`src/rtl/lif_neuron_array_if.sv`:
```
// Bus bundle for lif_neuron_array: step strobe, clear, weights and
// threshold in; spike pulses and spike counters out.
interface lif_neuron_array_if #(
    parameter int NUM_NEURONS  = 4,
    parameter int WEIGHT_WIDTH = 8,
    parameter int POT_WIDTH    = 16,
    parameter int CNT_WIDTH    = 8
);
    logic                                clken;
    logic                                clr;
    logic [NUM_NEURONS*WEIGHT_WIDTH-1:0] data_in;
    logic signed [POT_WIDTH-1:0]         threshold;
    logic [NUM_NEURONS-1:0]              spike_out;
    logic [NUM_NEURONS*CNT_WIDTH-1:0]    spike_cnt;

    modport master (
        output clken, clr, data_in, threshold,
        input  spike_out, spike_cnt
    );

    modport slave (
        input  clken, clr, data_in, threshold,
        output spike_out, spike_cnt
    );
endinterface

```
`src/rtl/lif_neuron_array.sv`:
```
// Array of leaky integrate-and-fire neurons with saturating potentials,
// refractory window and saturating spike counters. Leak is enabled by
// defining LIF_LEAK_EN (v -= v >>> LEAK_SHIFT on each integrating step).
module lif_neuron_array #(
    parameter int NUM_NEURONS  = 4,
    parameter int WEIGHT_WIDTH = 8,
    parameter int POT_WIDTH    = 16,
    parameter int REFRACTORY   = 2,
    parameter int CNT_WIDTH    = 8,
    parameter int LEAK_SHIFT   = 2
) (
    input  logic               clk,
    input  logic               rst,
    lif_neuron_array_if.slave  bus
);
    localparam int N  = NUM_NEURONS;
    localparam int W  = WEIGHT_WIDTH;
    localparam int P  = POT_WIDTH;
    localparam int C  = CNT_WIDTH;
    localparam int RW = (REFRACTORY > 0) ? $clog2(REFRACTORY + 1) : 1;

    localparam logic [RW-1:0] REFR_LOAD = RW'(REFRACTORY);
    localparam logic signed [P:0] V_MAX = {2'b00, {(P-1){1'b1}}};
    localparam logic signed [P:0] V_MIN = {2'b11, {(P-1){1'b0}}};

    // Reject configurations the datapath cannot represent.
    if (P <= W || LEAK_SHIFT < 0 || LEAK_SHIFT >= P) begin : g_bad_cfg
        $error("lif_neuron_array: bad POT_WIDTH/WEIGHT_WIDTH/LEAK_SHIFT");
    end

    logic signed [P-1:0] v_q    [N];
    logic signed [P-1:0] v_d    [N];
    logic [RW-1:0]       refr_q [N];
    logic [RW-1:0]       refr_d [N];
    logic [C-1:0]        cnt_q  [N];
    logic [C-1:0]        cnt_d  [N];
    logic [N-1:0]        spike_q;
    logic [N-1:0]        spike_d;

    logic signed [P:0]   w_ext  [N];
    logic signed [P:0]   v_ext  [N];
    logic signed [P:0]   v_base [N];
    logic signed [P:0]   sum    [N];
    logic signed [P-1:0] vn     [N];
    logic [N-1:0]        fire;

    // Candidate potential per neuron: optional leak, add weight, clamp.
    always_comb begin
        for (int i = 0; i < N; i++) begin
            w_ext[i] = {{(P+1-W){bus.data_in[i*W+W-1]}},
                        bus.data_in[i*W +: W]};
            v_ext[i] = {v_q[i][P-1], v_q[i]};
`ifdef LIF_LEAK_EN
            v_base[i] = v_ext[i] - (v_ext[i] >>> LEAK_SHIFT);
`else
            v_base[i] = v_ext[i];
`endif
            sum[i] = v_base[i] + w_ext[i];
            if (sum[i] > V_MAX) begin
                vn[i] = V_MAX[P-1:0];
            end else if (sum[i] < V_MIN) begin
                vn[i] = V_MIN[P-1:0];
            end else begin
                vn[i] = sum[i][P-1:0];
            end
            fire[i] = (vn[i] >= bus.threshold);
        end
    end

    // Next state: clear beats step; refractory neurons only count down.
    always_comb begin
        for (int i = 0; i < N; i++) begin
            v_d[i]     = v_q[i];
            refr_d[i]  = refr_q[i];
            cnt_d[i]   = cnt_q[i];
            spike_d[i] = 1'b0;
            if (bus.clr) begin
                v_d[i]    = '0;
                refr_d[i] = '0;
                cnt_d[i]  = '0;
            end else if (bus.clken) begin
                if (refr_q[i] != '0) begin
                    refr_d[i] = refr_q[i] - 1'b1;
                end else if (fire[i]) begin
                    v_d[i]     = '0;
                    refr_d[i]  = REFR_LOAD;
                    spike_d[i] = 1'b1;
                    if (cnt_q[i] != {C{1'b1}}) begin
                        cnt_d[i] = cnt_q[i] + 1'b1;
                    end
                end else begin
                    v_d[i] = vn[i];
                end
            end
        end
    end

    // Neuron state registers.
    always_ff @(posedge clk or posedge rst) begin
        if (rst) begin
            for (int i = 0; i < N; i++) begin
                v_q[i]    <= '0;
                refr_q[i] <= '0;
                cnt_q[i]  <= '0;
            end
            spike_q <= '0;
        end else begin
            for (int i = 0; i < N; i++) begin
                v_q[i]    <= v_d[i];
                refr_q[i] <= refr_d[i];
                cnt_q[i]  <= cnt_d[i];
            end
            spike_q <= spike_d;
        end
    end

    assign bus.spike_out = spike_q;

    for (genvar g = 0; g < N; g++) begin : g_cnt_out
        assign bus.spike_cnt[g*C +: C] = cnt_q[g];
    end
endmodule

```
`src/flat_wrapper.sv`:
```
// flat-port wrapper written by rule: the top's interface ports become plain ports
module lif_neuron_array_flat 
#(
    parameter int NUM_NEURONS  = 4,
    parameter int WEIGHT_WIDTH = 8,
    parameter int POT_WIDTH    = 16,
    parameter int REFRACTORY   = 2,
    parameter int CNT_WIDTH    = 8,
    parameter int LEAK_SHIFT   = 2
)
  (clk, rst, bus_clken, bus_clr, bus_data_in, bus_threshold, bus_spike_out, bus_spike_cnt);
  lif_neuron_array_if #(.NUM_NEURONS(NUM_NEURONS), .WEIGHT_WIDTH(WEIGHT_WIDTH), .POT_WIDTH(POT_WIDTH), .CNT_WIDTH(CNT_WIDTH)) bus_i ();
  input  logic clk;
  input  logic rst;
  input wire logic [$bits(bus_i.clken)-1:0] bus_clken;
  input wire logic [$bits(bus_i.clr)-1:0] bus_clr;
  input wire logic [$bits(bus_i.data_in)-1:0] bus_data_in;
  input wire logic [$bits(bus_i.threshold)-1:0] bus_threshold;
  output wire logic [$bits(bus_i.spike_out)-1:0] bus_spike_out;
  output wire logic [$bits(bus_i.spike_cnt)-1:0] bus_spike_cnt;
  assign bus_i.clken = bus_clken;
  assign bus_i.clr = bus_clr;
  assign bus_i.data_in = bus_data_in;
  assign bus_i.threshold = bus_threshold;
  assign bus_spike_out = bus_i.spike_out;
  assign bus_spike_cnt = bus_i.spike_cnt;
  lif_neuron_array #(.NUM_NEURONS(NUM_NEURONS), .WEIGHT_WIDTH(WEIGHT_WIDTH), .POT_WIDTH(POT_WIDTH), .REFRACTORY(REFRACTORY), .CNT_WIDTH(CNT_WIDTH), .LEAK_SHIFT(LEAK_SHIFT)) u_core (.clk(clk), .rst(rst), .bus(bus_i));
endmodule
```
`config.mk`:
```
export PLATFORM = sky130hd
export DESIGN_NAME = lif_neuron_array_flat
export DESIGN_NICKNAME = d
export VERILOG_FILES = /design/src/rtl/lif_neuron_array_if.sv /design/src/rtl/lif_neuron_array.sv /design/src/flat_wrapper.sv
export SDC_FILE = /design/constraint.sdc
export NUM_CORES = 1
export LEC_CHECK = 0
export ABC_CLOCK_PERIOD_IN_PS = 8700
export CAP_MARGIN = 20
export CORE_MARGIN = 2
export CORE_UTILIZATION = 53
export DETAILED_ROUTE_END_ITERATION = 16
export PLACE_DENSITY_LB_ADDON = 0.25
export SLEW_MARGIN = 10
export SYNTH_ARGS = -nofsm -noshare
export SYNTH_HDL_FRONTEND = slang
export SYNTH_SLANG_ARGS = --single-unit
```
`constraint.sdc`:
```
create_clock -name clk -period 8.7 [get_ports clk]
set_clock_uncertainty 0.1 [all_clocks]
set_input_delay 1.74 -clock clk [delete_from_list [all_inputs] [get_ports clk]]
set_output_delay 1.74 -clock clk [all_outputs]
set_load 0.1 [all_outputs]
```
# Word level (Yosys, flattened, before mapping)
# Index checks and enable logic that the tools add are counted.
op_classes:
  addsub: 12
  mul: 0
  div: 0
  n_lt_le_gt_ge: 12
  eq_ne: 8
  shifts: 0
  muxes: 76
  bitwise: 0
  reduce_logical: 29
op_table:
  columns: ["op", "count"]
  rows:
  - ["16-bit two-way mux", 24]
  - ["8-bit two-way mux", 20]
  - ["16-bit by 8-bit adder with 17-bit output", 4]
  - ["17-bit by 16-bit greater-than comparator with 1-bit output, second input constant", 4]
  - ["17-bit by 16-bit less-than comparator with 1-bit output, second input constant", 4]
  - ["16-bit >= comparator", 4]
  - ["8-bit by 1-bit adder with 8-bit output, second input constant", 4]
  - ["2-bit two-way mux", 16]
  - ["8-bit inequality test, second input constant", 4]
  - ["2-bit nonzero test", 13]
  - ["1-bit two-way mux", 16]
  - ["2-bit AND reduction", 8]
  - ["4-bit AND reduction", 4]
  - ["3-bit nonzero test", 4]
  - ["2-bit inequality test, second input constant", 4]
  - ["2-bit by 1-bit subtractor with 2-bit output, second input constant", 4]
word_totals:
  regBits: 108
  latch_bits: 0
  ram_bits: 0
  rom_bits: 0
  inputBits: 52
  out_inout_bits: 36
  mem_count: 0

# Depth between registers and ports, before layout
logic_depth:
  word_depth: 9
  depth_mapped: 23
  mapped_depth_nobuf: 20

# Worst setup path after synthesis
# Ideal clock, no wire load.
synth_timing:
  path_kind: "input to register"
  startpoint: "input port bus_data_in[16]"
  endpoint: "register u_core.cnt_q (netlist bit u_core.bus.spike_cnt[21])"
  arrival_ns: 6.452
  setup_slack_ns: 2.069
  stages: 22
  cell_sequence: "ha_1 -> inv_1 -> fa_1 -> nor2b_1 -> o31a_1 -> o31ai_1 -> o31ai_1 -> a31oi_1 -> o21ai_1 -> clkbuf_1 -> a21oi_1 -> nor2_1 -> ha_1 -> and4_4 -> a221oi_2 -> o21ai_1 -> a2111oi_2 -> mux2i_1 -> or3b_1 -> clkbuf_2 -> or4_1 -> a21oi_1"
synth_via:
  elab_chain_len: 7
  elab_cells_between_ends: 8
synth_lines:
  columns: ["item", "line_no", "rtl"]
  rows:
  - ["start, declared", "flat_wrapper.sv:17", "input wire logic [$bits(bus_i.data_in)-1:0] bus_data_in;"]
  - ["16-bit by 8-bit adder with 17-bit output *", "lif_neuron_array.sv:58", "sum[i] = v_base[i] + w_ext[i];"]
  - ["17-bit by 16-bit less-than comparator with 1-bit output", "lif_neuron_array.sv:61", "end else if (sum[i] < V_MIN) begin"]
  - ["16-bit two-way mux", "lif_neuron_array.sv:61", null]
  - ["16-bit two-way mux *", "lif_neuron_array.sv:59", "if (sum[i] > V_MAX) begin"]
  - ["16-bit >= comparator *", "lif_neuron_array.sv:66", "fire[i] = (vn[i] >= bus.threshold);"]
  - ["2-bit nonzero test (no line) *", null, null]
  - ["4-bit AND reduction (no line) *", null, null]
  - ["end signal, assigned by index", "lif_neuron_array.sv:111", "cnt_q[i] <= cnt_d[i];"]
  - ["end, declared", "lif_neuron_array.sv:35", "logic [C-1:0] cnt_q [N];"]
# Mark *: on every way between the ends. The rest lies on a longest branch, timed or not.
# A chain may end at the register's enable or synchronous reset.

# Worst setup path in the final report
layout_timing:
  startpoint: "input port bus_data_in[23]"
  endpoint: "register u_core.cnt_q (netlist bit u_core.bus.spike_cnt[21])"
# Same word-level chain as after synthesis.

==> implementation parameters <==
Parameter                              Value

Status
  Status ... complete, no violations

Place
  Cell area reported after detailed placement ... 11110 µm²
  Detail Placement HPWL ... 19.33 mm
  Routability-driven placement congestion ratio ... 0.8888
  Number of buffer cells added on primary ports ... 87

Worst hold path
  Hold Path Class ... register to register

Routing
  Wl on met1 ... 12.02 mm
  Routed vias ... 9214
  First-pass iteration count of the detailed router ... 5
  Via density per instance ... 6.034
  ANT nets after route ... 0
  1st-iter DRT viols ... 626
  Detailed Route WL ... 25.10 mm
  Number of design rule violations left after detail routing ... 0
  Met2 layer wire length in the routed design ... 11.05 mm
  Top layer reached by signal wires ... met4
  Met3 WL post-DR ... 1.459 mm
  Routed len/inst ... 16.44 µm

Clock tree
  CTS tree ... yes
  Post-CTS resize count ... 0
  Register clock-pin slew on the reported worst setup and hold paths ... 80 ps
  H-tree depth reported by CTS ... 3
  Clock buffers created by TritonCTS ... 9
  Root Buffer Master ... clkbuf_16
  Clock tree buffer depth ... 2
  Number of buffers added to fix hold violations after cts ... 0
  Total clock sinks ... 108
  Post-CTS setup repair buffer count ... 0
  Clock insertion delay at the later pin of the skew report ... 360 ps

Setup path
  Crit path kind ... input port to register
  Depth of the worst register-to-register path ... 17
  Last element of the critical path ... u_core.bus.spike_cnt[21]
  Startpoint types ... input port
  Origin of the critical flop-to-flop path ... u_core.v_base[23]
  Worst EP required ... 8890 ps
  Register-to-register setup slack ... 2900 ps
  Top fanout value on the critical path ... 17
  R2r endpoint ... u_core.bus.spike_cnt[21]
  Worst setup path startpoint ... bus_data_in[23]
  Arrival @ worst endpoint ... 7520 ps
  Setup crit end kind ... register

Finish
  Net total in the final layout ... 1484
  Share of post-route cells with drive strength above 1 ... 4.176%
  Ant. Diodes ... 0
  Layout Cell Area excl Fill ... 11400 µm²
  P&R area growth vs syn ... 14.37%

Timing
  Final setup fails ... 0
  Share of the cycle needed by the critical path after routing ... 84.29%
  Final TNS setup ... 0 ps
  Count of final hold-check violations ... 0
  Slew of the pin with the lowest slew margin ... 1033 ps
  Max transition margin ... 30.99%
  Minimum clock period ... 7334 ps
  Maximum clock rate ... 0.1364 GHz
  Setup repair after global routing missed its margin ... false
  Max-slew violations ... 0

Logic synthesis
  Sequential-to-total area share from yosys stat ... 27.11%
  Mapped cell area ... 9970 µm²
  Yosys top cell by area ... dfrtp_1
  Share of flip-flops with an asynchronous set or reset after synthesis ... 100.0%
  Fraction of post-synthesis cell area in the top cell type by area ... 27.11%
  Yosys reg bits ... 108
  Most common flop cell mapped by yosys ... dfrtp_1
  Number of enable-type register cells in the synthesized netlist ... 0
  Warnings, synthesis ... 0
  Main area contributors after synthesis ... dfrtp_1 (27%), ha_1 (18%), a21oi_1 (5.0%)
  Net count after synthesis ... 1404
  Cells after Synth ... 1208
  Synthesized area divided by synthesized cell count ... 8.253 µm²
  Distinct cell type count after synthesis ... 74

Floorplanning
  # rows ... 50
  Initial cell density of the core ... 53.66%
  Io pins ... 88
  Floorplan die height ... 141.2 µm
  Die span in x ... 141.2 µm
  Area of the core ... 18580 µm²
  Die footprint ... 19920 µm²

Global route
  Via count of the first global-routing pass ... 8706
  Pin count of the biggest net entering global routing ... 73
  Initial antenna violation count ... 0
  Combined global-route utilization of all metal layers ... 25.90%
  Overflow left after global routing ... 0
  Global-route wire length before repair ... 42.42 mm

Power and ir drop
  Worst vdd rail ir drop ... 0.2235 mV
  Cell Pwr Density ... 269.6 nW/µm²
  Leakage ... 5.388 nW

Job
  Max-cap check violation count ... 0
metrics by stage:
stage / worst slack [ps] / total power [W] / util, % / hold WS, ps / cells
2_1_floorplan: 2069 / 0.002173 / - / 342.8 / 1208
6_report: 1366 / 0.003074 / 61.37 / 386.3 / 1527
3_5_place_dp: 1028 / 0.002638 / 59.82 / 364.5 / 1511
4_1_cts: 1394 / 0.003061 / 61.37 / 384.3 / 1527
3_3_place_gp: 1226 / 0.002595 / 59.78 / 361.7 / 1510
5_1_grt: 736.0 / 0.003362 / 61.37 / 414.5 / 1527
Yosys cell counts, types with 16 or more instances:
| cell type | number |
|---|---|
| ha_1 | 140 |
| dfrtp_1 | 108 |
| a21o_1 | 42 |
| a21oi_1 | 100 |
| nor2b_1 | 29 |
| nand2_1 | 118 |
| nand3_1 | 25 |
| nand2b_1 | 17 |
| nand4_1 | 19 |
| o21ai_0 | 92 |
| inv_1 | 70 |
| xnor2_1 | 32 |
| o21a_1 | 16 |
| nor2_1 | 131 |
| clkbuf_1 | 28 |
registers in the layout, summed over array words and instances (netlist names):
register	cells
u_core.bus.spike_cnt	32
u_core.bus.spike_out	4
u_core.refr_q	8
u_core.v_base	64
routing by layer:
layer	track usage, %	up-vias
met2	40.52	277
met5	0	-
met4	7.789	0
met1	37.06	4344
met3	4.076	46
li1	-	4547
where the power goes:
group	switching (W)	internal [W]	total, W
Sequential	0.0000826	0.000607	0.000690
Combinational	0.00120	0.000776	0.00197
Clock	0.000206	0.000207	0.000413
worst min-delay path by stage:
stage	end	cells past startpoint	from
2_1_floorplan	u_core.v_base[66]	2	u_core.v_base[66]
3_3_place_gp	u_core.v_base[66]	2	u_core.v_base[66]
3_5_place_dp	u_core.v_base[66]	2	u_core.v_base[66]
4_1_cts	u_core.v_base[66]	2	u_core.v_base[66]
5_1_grt	u_core.v_base[8]	2	u_core.v_base[8]
6_report	u_core.v_base[66]	2	u_core.v_base[66]
cell families after synthesis:
logic type | after synthesis | synth area share [%]
compound gates | 364 | 23.41
buf+inv | 100 | 3.777
simple gates | 410 | 19.54
xor+xnor | 46 | 4.041
mux | 23 | 2.447
flops | 108 | 27.11
fa+ha+maj | 157 | 19.68
final cells by class:
| class | count | area (µm²) |
|---|---|---|
| tap | 234 | 292.8 |
| inverter | 70 | 265.3 |
| clock inverter | 5 | 45.04 |
| clock buffer | 11 | 242.7 |
| timing repair buffer | 99 | 955.9 |
| sequential | 108 | 2703 |
| multi-input combinational | 1000 | 6898 |
| fill | 1592 | 7178 |
cells in the final DEF, fill, tap and decap left out, drive strengths merged, types with 19 or more instances in the layout:
master | synthesis | final
nor2 | 131 | 131
dfrtp | 108 | 108
o21ai | 98 | 98
nand4 | 19 | 19
nand3 | 25 | 25
ha | 140 | 140
clkdlybuf4s50 | 0 | 86
a21o | 42 | 42
nor2b | 29 | 29
inv | 70 | 72
xnor2 | 32 | 32
nand2 | 118 | 118
a21oi | 100 | 100
critical path, stage by stage:
cell             delay, ps
clkdlybuf4s50_1        590
ha_1                   450
o21ai_0                210
o21ai_0                100
o221ai_1               250
o22ai_1                160
o311ai_2               860
nor2_1                 340
nor2_1                 200
ha_1                   290
and4_4                 180
a221oi_2               200
o21ai_1                110
a2111oi_2              400
mux2i_1                260
or3b_1                 520
or4_1                  500
a21oi_1                150
(Power assumes the default switching activity.)
